**config.mk**
```make
export PLATFORM = sky130hd
export DESIGN_NAME = dbg_ctl
export DESIGN_NICKNAME = d
export VERILOG_FILES = /design/src/rtl/dbg_ctl.sv
export SDC_FILE = /design/constraint.sdc
export NUM_CORES = 1
export LEC_CHECK = 0
export CORE_ASPECT_RATIO = 0.6
export CORE_MARGIN = 10
export CORE_UTILIZATION = 52
export DETAILED_ROUTE_END_ITERATION = 16
export PLACE_DENSITY = 0.81
export RECOVER_POWER = 25
export SYNTH_ARGS = -nofsm -noshare
export SYNTH_HDL_FRONTEND = slang
export SYNTH_SLANG_ARGS = --single-unit
```
**constraint.sdc**
```tcl
create_clock -name clk_i -period 3 [get_ports clk_i]
set_input_delay 0.6 -clock clk_i [delete_from_list [all_inputs] [get_ports clk_i]]
set_output_delay 0.6 -clock clk_i [all_outputs]
set_load 0.05 [all_outputs]
```
**src/rtl/dbg_ctl.sv**
```systemverilog
// Debug run-control sequencer: gates the pipeline enable for pass-through, halt,
// fixed-length stepping, or run-until-N-events, with status counters for firmware.
module dbg_ctl #(
    parameter int CNT_BW = 16
) (
    input  logic              clk_i,
    input  logic              rst_n_i,
    input  logic              cfg_valid_i,
    input  logic [1:0]        cfg_op_i,
    input  logic [1:0]        cfg_sel_i,
    input  logic [CNT_BW-1:0] cfg_arg_i,
    input  logic              ctl_pipeline_en_i,
    input  logic              dfe_valid_i,
    input  logic              aco_valid_i,
    input  logic              aco_last_i,
    input  logic              wrd_wake_valid_i,
    input  logic              wrd_wake_i,
    output logic              ctl_pipeline_en_o,
    output logic              busy_o,
    output logic              halted_o,
    output logic              done_o,
    output logic [CNT_BW-1:0] rem_o,
    output logic [CNT_BW-1:0] evt_cnt_o,
    output logic              wake_hit_o
);

    typedef enum logic [1:0] {
        ST_PASS = 2'd0,
        ST_HALT = 2'd1,
        ST_STEP = 2'd2,
        ST_ARM  = 2'd3
    } state_t;

    localparam logic [1:0] OP_PASS = 2'd0;
    localparam logic [1:0] OP_HALT = 2'd1;
    localparam logic [1:0] OP_STEP = 2'd2;
    localparam logic [1:0] OP_ARM  = 2'd3;

    state_t            state_q, state_d;
    logic [CNT_BW-1:0] rem_q, rem_d;
    logic [CNT_BW-1:0] evt_q, evt_d;
    logic [CNT_BW-1:0] tgt_cnt_q, tgt_cnt_d;
    logic [1:0]        tgt_sel_q, tgt_sel_d;
    logic              wake_q, wake_d;
    logic              done_q, done_d;
    logic              evt_hit;
    logic [CNT_BW:0]   evt_inc;

    function automatic logic [CNT_BW-1:0] sat_inc(input logic [CNT_BW-1:0] v);
        return (&v) ? v : v + {{(CNT_BW-1){1'b0}}, 1'b1};
    endfunction

    always_comb begin
        evt_hit = 1'b0;
        case (tgt_sel_q)
            2'd0:    evt_hit = dfe_valid_i;
            2'd1:    evt_hit = aco_valid_i;
            2'd2:    evt_hit = aco_last_i;
            default: evt_hit = wrd_wake_valid_i;
        endcase
    end

    // Unsaturated count + 1 so the target compare cannot wrap.
    assign evt_inc = {1'b0, evt_q} + {{CNT_BW{1'b0}}, 1'b1};

    always_comb begin
        state_d   = state_q;
        rem_d     = rem_q;
        evt_d     = evt_q;
        tgt_cnt_d = tgt_cnt_q;
        tgt_sel_d = tgt_sel_q;
        wake_d    = wake_q | (wrd_wake_valid_i & wrd_wake_i);
        done_d    = 1'b0;

        if (cfg_valid_i) begin
            // A command always wins over completion and clears per-command status.
            evt_d  = '0;
            wake_d = 1'b0;
            rem_d  = '0;
            case (cfg_op_i)
                OP_PASS: state_d = ST_PASS;
                OP_HALT: state_d = ST_HALT;
                OP_STEP: begin
                    if (cfg_arg_i != '0) begin
                        state_d = ST_STEP;
                        rem_d   = cfg_arg_i;
                    end else begin
                        state_d = ST_HALT;
                        done_d  = 1'b1;
                    end
                end
                default: begin
                    if (cfg_arg_i != '0) begin
                        state_d   = ST_ARM;
                        tgt_sel_d = cfg_sel_i;
                        tgt_cnt_d = cfg_arg_i;
                    end else begin
                        state_d = ST_HALT;
                        done_d  = 1'b1;
                    end
                end
            endcase
        end else begin
            case (state_q)
                ST_STEP: begin
                    rem_d = rem_q - {{(CNT_BW-1){1'b0}}, 1'b1};
                    if (rem_q == {{(CNT_BW-1){1'b0}}, 1'b1}) begin
                        state_d = ST_HALT;
                        done_d  = 1'b1;
                    end
                end
                ST_ARM: begin
                    if (evt_hit) begin
                        evt_d = sat_inc(evt_q);
                        if (evt_inc == {1'b0, tgt_cnt_q}) begin
                            state_d = ST_HALT;
                            done_d  = 1'b1;
                        end
                    end
                end
                default: ;
            endcase
        end
    end

    always_ff @(posedge clk_i or negedge rst_n_i) begin
        if (!rst_n_i) begin
            state_q   <= ST_PASS;
            rem_q     <= '0;
            evt_q     <= '0;
            tgt_cnt_q <= '0;
            tgt_sel_q <= '0;
            wake_q    <= 1'b0;
            done_q    <= 1'b0;
        end else begin
            state_q   <= state_d;
            rem_q     <= rem_d;
            evt_q     <= evt_d;
            tgt_cnt_q <= tgt_cnt_d;
            tgt_sel_q <= tgt_sel_d;
            wake_q    <= wake_d;
            done_q    <= done_d;
        end
    end

    assign ctl_pipeline_en_o = (state_q != ST_HALT) & ctl_pipeline_en_i;
    assign busy_o            = (state_q == ST_STEP) | (state_q == ST_ARM);
    assign halted_o          = (state_q == ST_HALT);
    assign done_o            = done_q;
    assign rem_o             = rem_q;
    assign evt_cnt_o         = evt_q;
    assign wake_hit_o        = wake_q;

endmodule

```
==> out/metrics.yaml <==
power_and_ir_drop:
  power_w: 0.00202
  ir_worst_vdd_uv: 257
  pwr_density_cell_nw_per_um2: 492
  p_leak_nw: 1.63
floorplan:
  die_area_um2: 9970
  die_w_um: 122
  initial_utilization_pct: 53.5
  die_y_um: 81.4
  io_pins: 66
  rows: 22
  coreArea_um2: 6110
detailed_routing:
  vias: 3103
  drc: 0
  drtIter0Drc: 414
  routed_via_density: 6.10
  firstDrtPassIters: 5
  wl_per_cell_um: 19.2
  final_antenna_net_count: 0
  routed_wl_mm: 9.76
cells_and_area:
  syn_to_final_growth_pct: 25.4
  nFillCells: 515
  drive_gt1_share_pct: 9.41
  layout.nets: 456
  diodes: 0
clock_network:
  clkTransAtPathRegs_ns: 0.10
  clock_latency_ns: 0.30
  cts_root_buf: "clkbuf_8"
  max-clock-path-buffers: 2
  numCtsBuffers: 5
  cts_hold_buf: 0
  htreeDepth: 2
  clock_sinks: 54
  cts_resized: 0
  cts_tree: "built"
  postCtsSetupRepairBufs: 0
sta:
  relSlewSlack_pct: 28.6
  skew_ns: 0.00798
  hold_violations: 0
  min_period_ns: 2.58
  fmax_mhz: 387
  tightest_slew_ns: 1.07
  fin_tns_setup_ns: 0
  drv_slew: 0
  setup_viol: 0
  rsz0062_at_grt: "no"
  fin_crit_sh_pct: 86.1
place:
  dpl.hpwl_mm: 7.54
  numPortBuffers: 65
  place.gp.congestion: 0.959
synthesis:
  yosysSeqAreaShare_pct: 41.3
  synth.avg_cell_area_um2: 9.09
  synth_edf_count: 0
  netlist_area_um2: 3270
  synth_top_area_share_pct: 41.3
  async_flop_share_pct: 100
  synthDistinctLibCells: 55
  ys_ff_latch: 54
  synth_area_leaders: "dfrtp_1 41%, mux2_2 6.2%, nor2_1 5.9%"
  yosysWarnings: 0
  synth_nets: 392
  synthCells: 360
  yosysTopAreaCell: "dfrtp_1"
  synth_ff_type: "dfrtp_1"
global_routing:
  grt_overflow_total: 0
  track_usage_pct: 19.9
  antenna_found_initial: 0
  grt_max_degree: 37
  grt_first_pass_wirelength_mm: 16.0
  grt_pass1_vias: 3006
setup_path:
  r2r_setup_slack_ns: 0.43
  max_stage_delay_ns: 0.81
  r2r_start: "evt_cnt_o[0]"
  critPathSlowestCell: "clkdlybuf4s50_1"
  r2r-end: "state_q[1]"
  cp-end-kind: "output pin"
  crit_buf_inv: 2
  start_kind: "primary input"
  cp_cell_sequence: "clkdlybuf4s50_1 -> nor2b_1 -> clkdlybuf4s50_1"
  crit_required_ns: 2.40
  path_class: "in2out"
  cpMostUsedCell: "clkdlybuf4s50_1"
  r2r_cells: 7
  cp.arrival_ns: 1.98
  worst-path-max-fanout: 1
  crit_family: "buffers and inverters"
run_status:
  status: "complete, no violations"
flow_run:
  drv_cap: 0
min_path:
  holdCritPathClass: "in2async"
kinds of logic (layout without fill, tap and decap cells):
| logic type | Yosys count | count (layout) | synth area share, % |
|---|---|---|---|
| adders and majority gates | 3 | 3 | 1.15 |
| DFF | 54 | 54 | 41.3 |
| buffers and inverters | 28 | 93 | 4.17 |
| muxes | 21 | 21 | 7.50 |
| xor gates and xnor gates | 30 | 30 | 8.03 |
| AOI/OAI and AO/OA | 80 | 80 | 15.7 |
| and+or+nand+nor | 144 | 144 | 22.1 |
power breakdown:
part | internal [W] | switching (W)
clock network | 0.000250 | 0.000240
logic | 0.000259 | 0.000367
registers | 0.000806 | 0.0000962
cells in the mapped netlist (4+ instances only):
master and n:
or3_1 6, nand3_1 9, mux2_2 18, o211ai_1 5, inv_1 10, a31oi_1 5, nand4_1 10, buf_2 4
nor3_1 12, nor4_1 10, xnor2_1 18, and3_1 4, nand2_1 22, a21oi_1 34, clkbuf_1 8, o21ai_0 9
xor2_1 12, dfrtp_1 54, nor2_1 51
state kept, by name, indices dropped and copies added (netlist names):
register,flops
done_o,1
evt_cnt_o,16
rem_o,16
state_q,2
tgt_cnt_q,16
tgt_sel_q,2
wake_hit_o,1
cell usage in the layout, fill, tap and decap left out, types with 3 or more instances in the layout:
| master | count |
|---|---|
| a21o_1 | 3 |
| a21oi_1 | 34 |
| a311oi_1 | 3 |
| a31oi_1 | 5 |
| a41oi_1 | 3 |
| and3_1 | 4 |
| and4_1 | 3 |
| buf_4 | 9 |
| clkbuf_1 | 3 |
| clkbuf_8 | 5 |
| clkdlybuf4s50_1 | 64 |
| dfrtp_1 | 54 |
| ha_1 | 3 |
| inv_1 | 10 |
| mux2_2 | 18 |
| nand2_1 | 22 |
| nand2b_1 | 3 |
| nand3_1 | 9 |
| nand4_1 | 10 |
| nor2_1 | 51 |
| nor2b_1 | 3 |
| nor3_1 | 12 |
| nor4_1 | 10 |
| o211ai_1 | 5 |
| o21ai_0 | 9 |
| or3_1 | 6 |
| xnor2_1 | 18 |
| xor2_1 | 12 |
cell type report:
type / count / area (um2) / share of cell area, %
Sequential cell: 54 / 1350 / 33.0
Timing Repair Buffer: 75 / 717 / 17.5
Inverter: 10 / 37.5 / 0.915
Clock buffer: 7 / 76.3 / 1.86
Clock inverter: 1 / 30.0 / 0.732
Multi-Input combinational cell: 278 / 1780 / 43.5
Tap cell: 84 / 105 / 2.56
worst register-to-register path, stage by stage, from the launching register on:
cell     delay, ns
dfrtp_1       0.49
ha_1          0.36
nand3_1       0.24
nor4_1        0.65
xnor2_1       0.19
o21ai_0       0.13
nor4_1        0.29
o21ai_1       0.11
routing by layer:
metal	track usage, %	part of all wire [%]	vias to the layer above
met5	0	0	-
met4	3.04	0.41	0
met3	6.51	11	6
met2	27.5	41	166
met1	29.7	48	1492
li1	-	-	1439
worst max path at each step:
stage / cells past startpoint / start / endpoint / slack (ns)
global route: 7 / evt_cnt_o[0] / state_q[1] / 0.24
finish: 3 / ctl_pipeline_en_i / ctl_pipeline_en_o / 0.42
CTS: 3 / ctl_pipeline_en_i / ctl_pipeline_en_o / 0.40
floorplan: 7 / evt_cnt_o[0] / state_q[1] / 0.52
global placement: 6 / cfg_arg_i[2] / tgt_cnt_q[2] / 0.34
detailed placement: 6 / cfg_arg_i[3] / tgt_cnt_q[3] / 0.23
through the flow:
stage	utilization, %	setup slack, ns	instances	area (um2)	hold WS, ns
6_report	67.1	0.418	509	4100	0.462
5_1_grt	67.1	0.238	509	4100	0.523
3_5_place_dp	65.4	0.226	501	4000	0.490
3_3_place_gp	65.4	0.336	501	4000	0.487
4_1_cts	67.2	0.404	509	4100	0.229
2_1_floorplan	-	0.522	360	3270	0.304
Power figures use the tool's default switching activity.
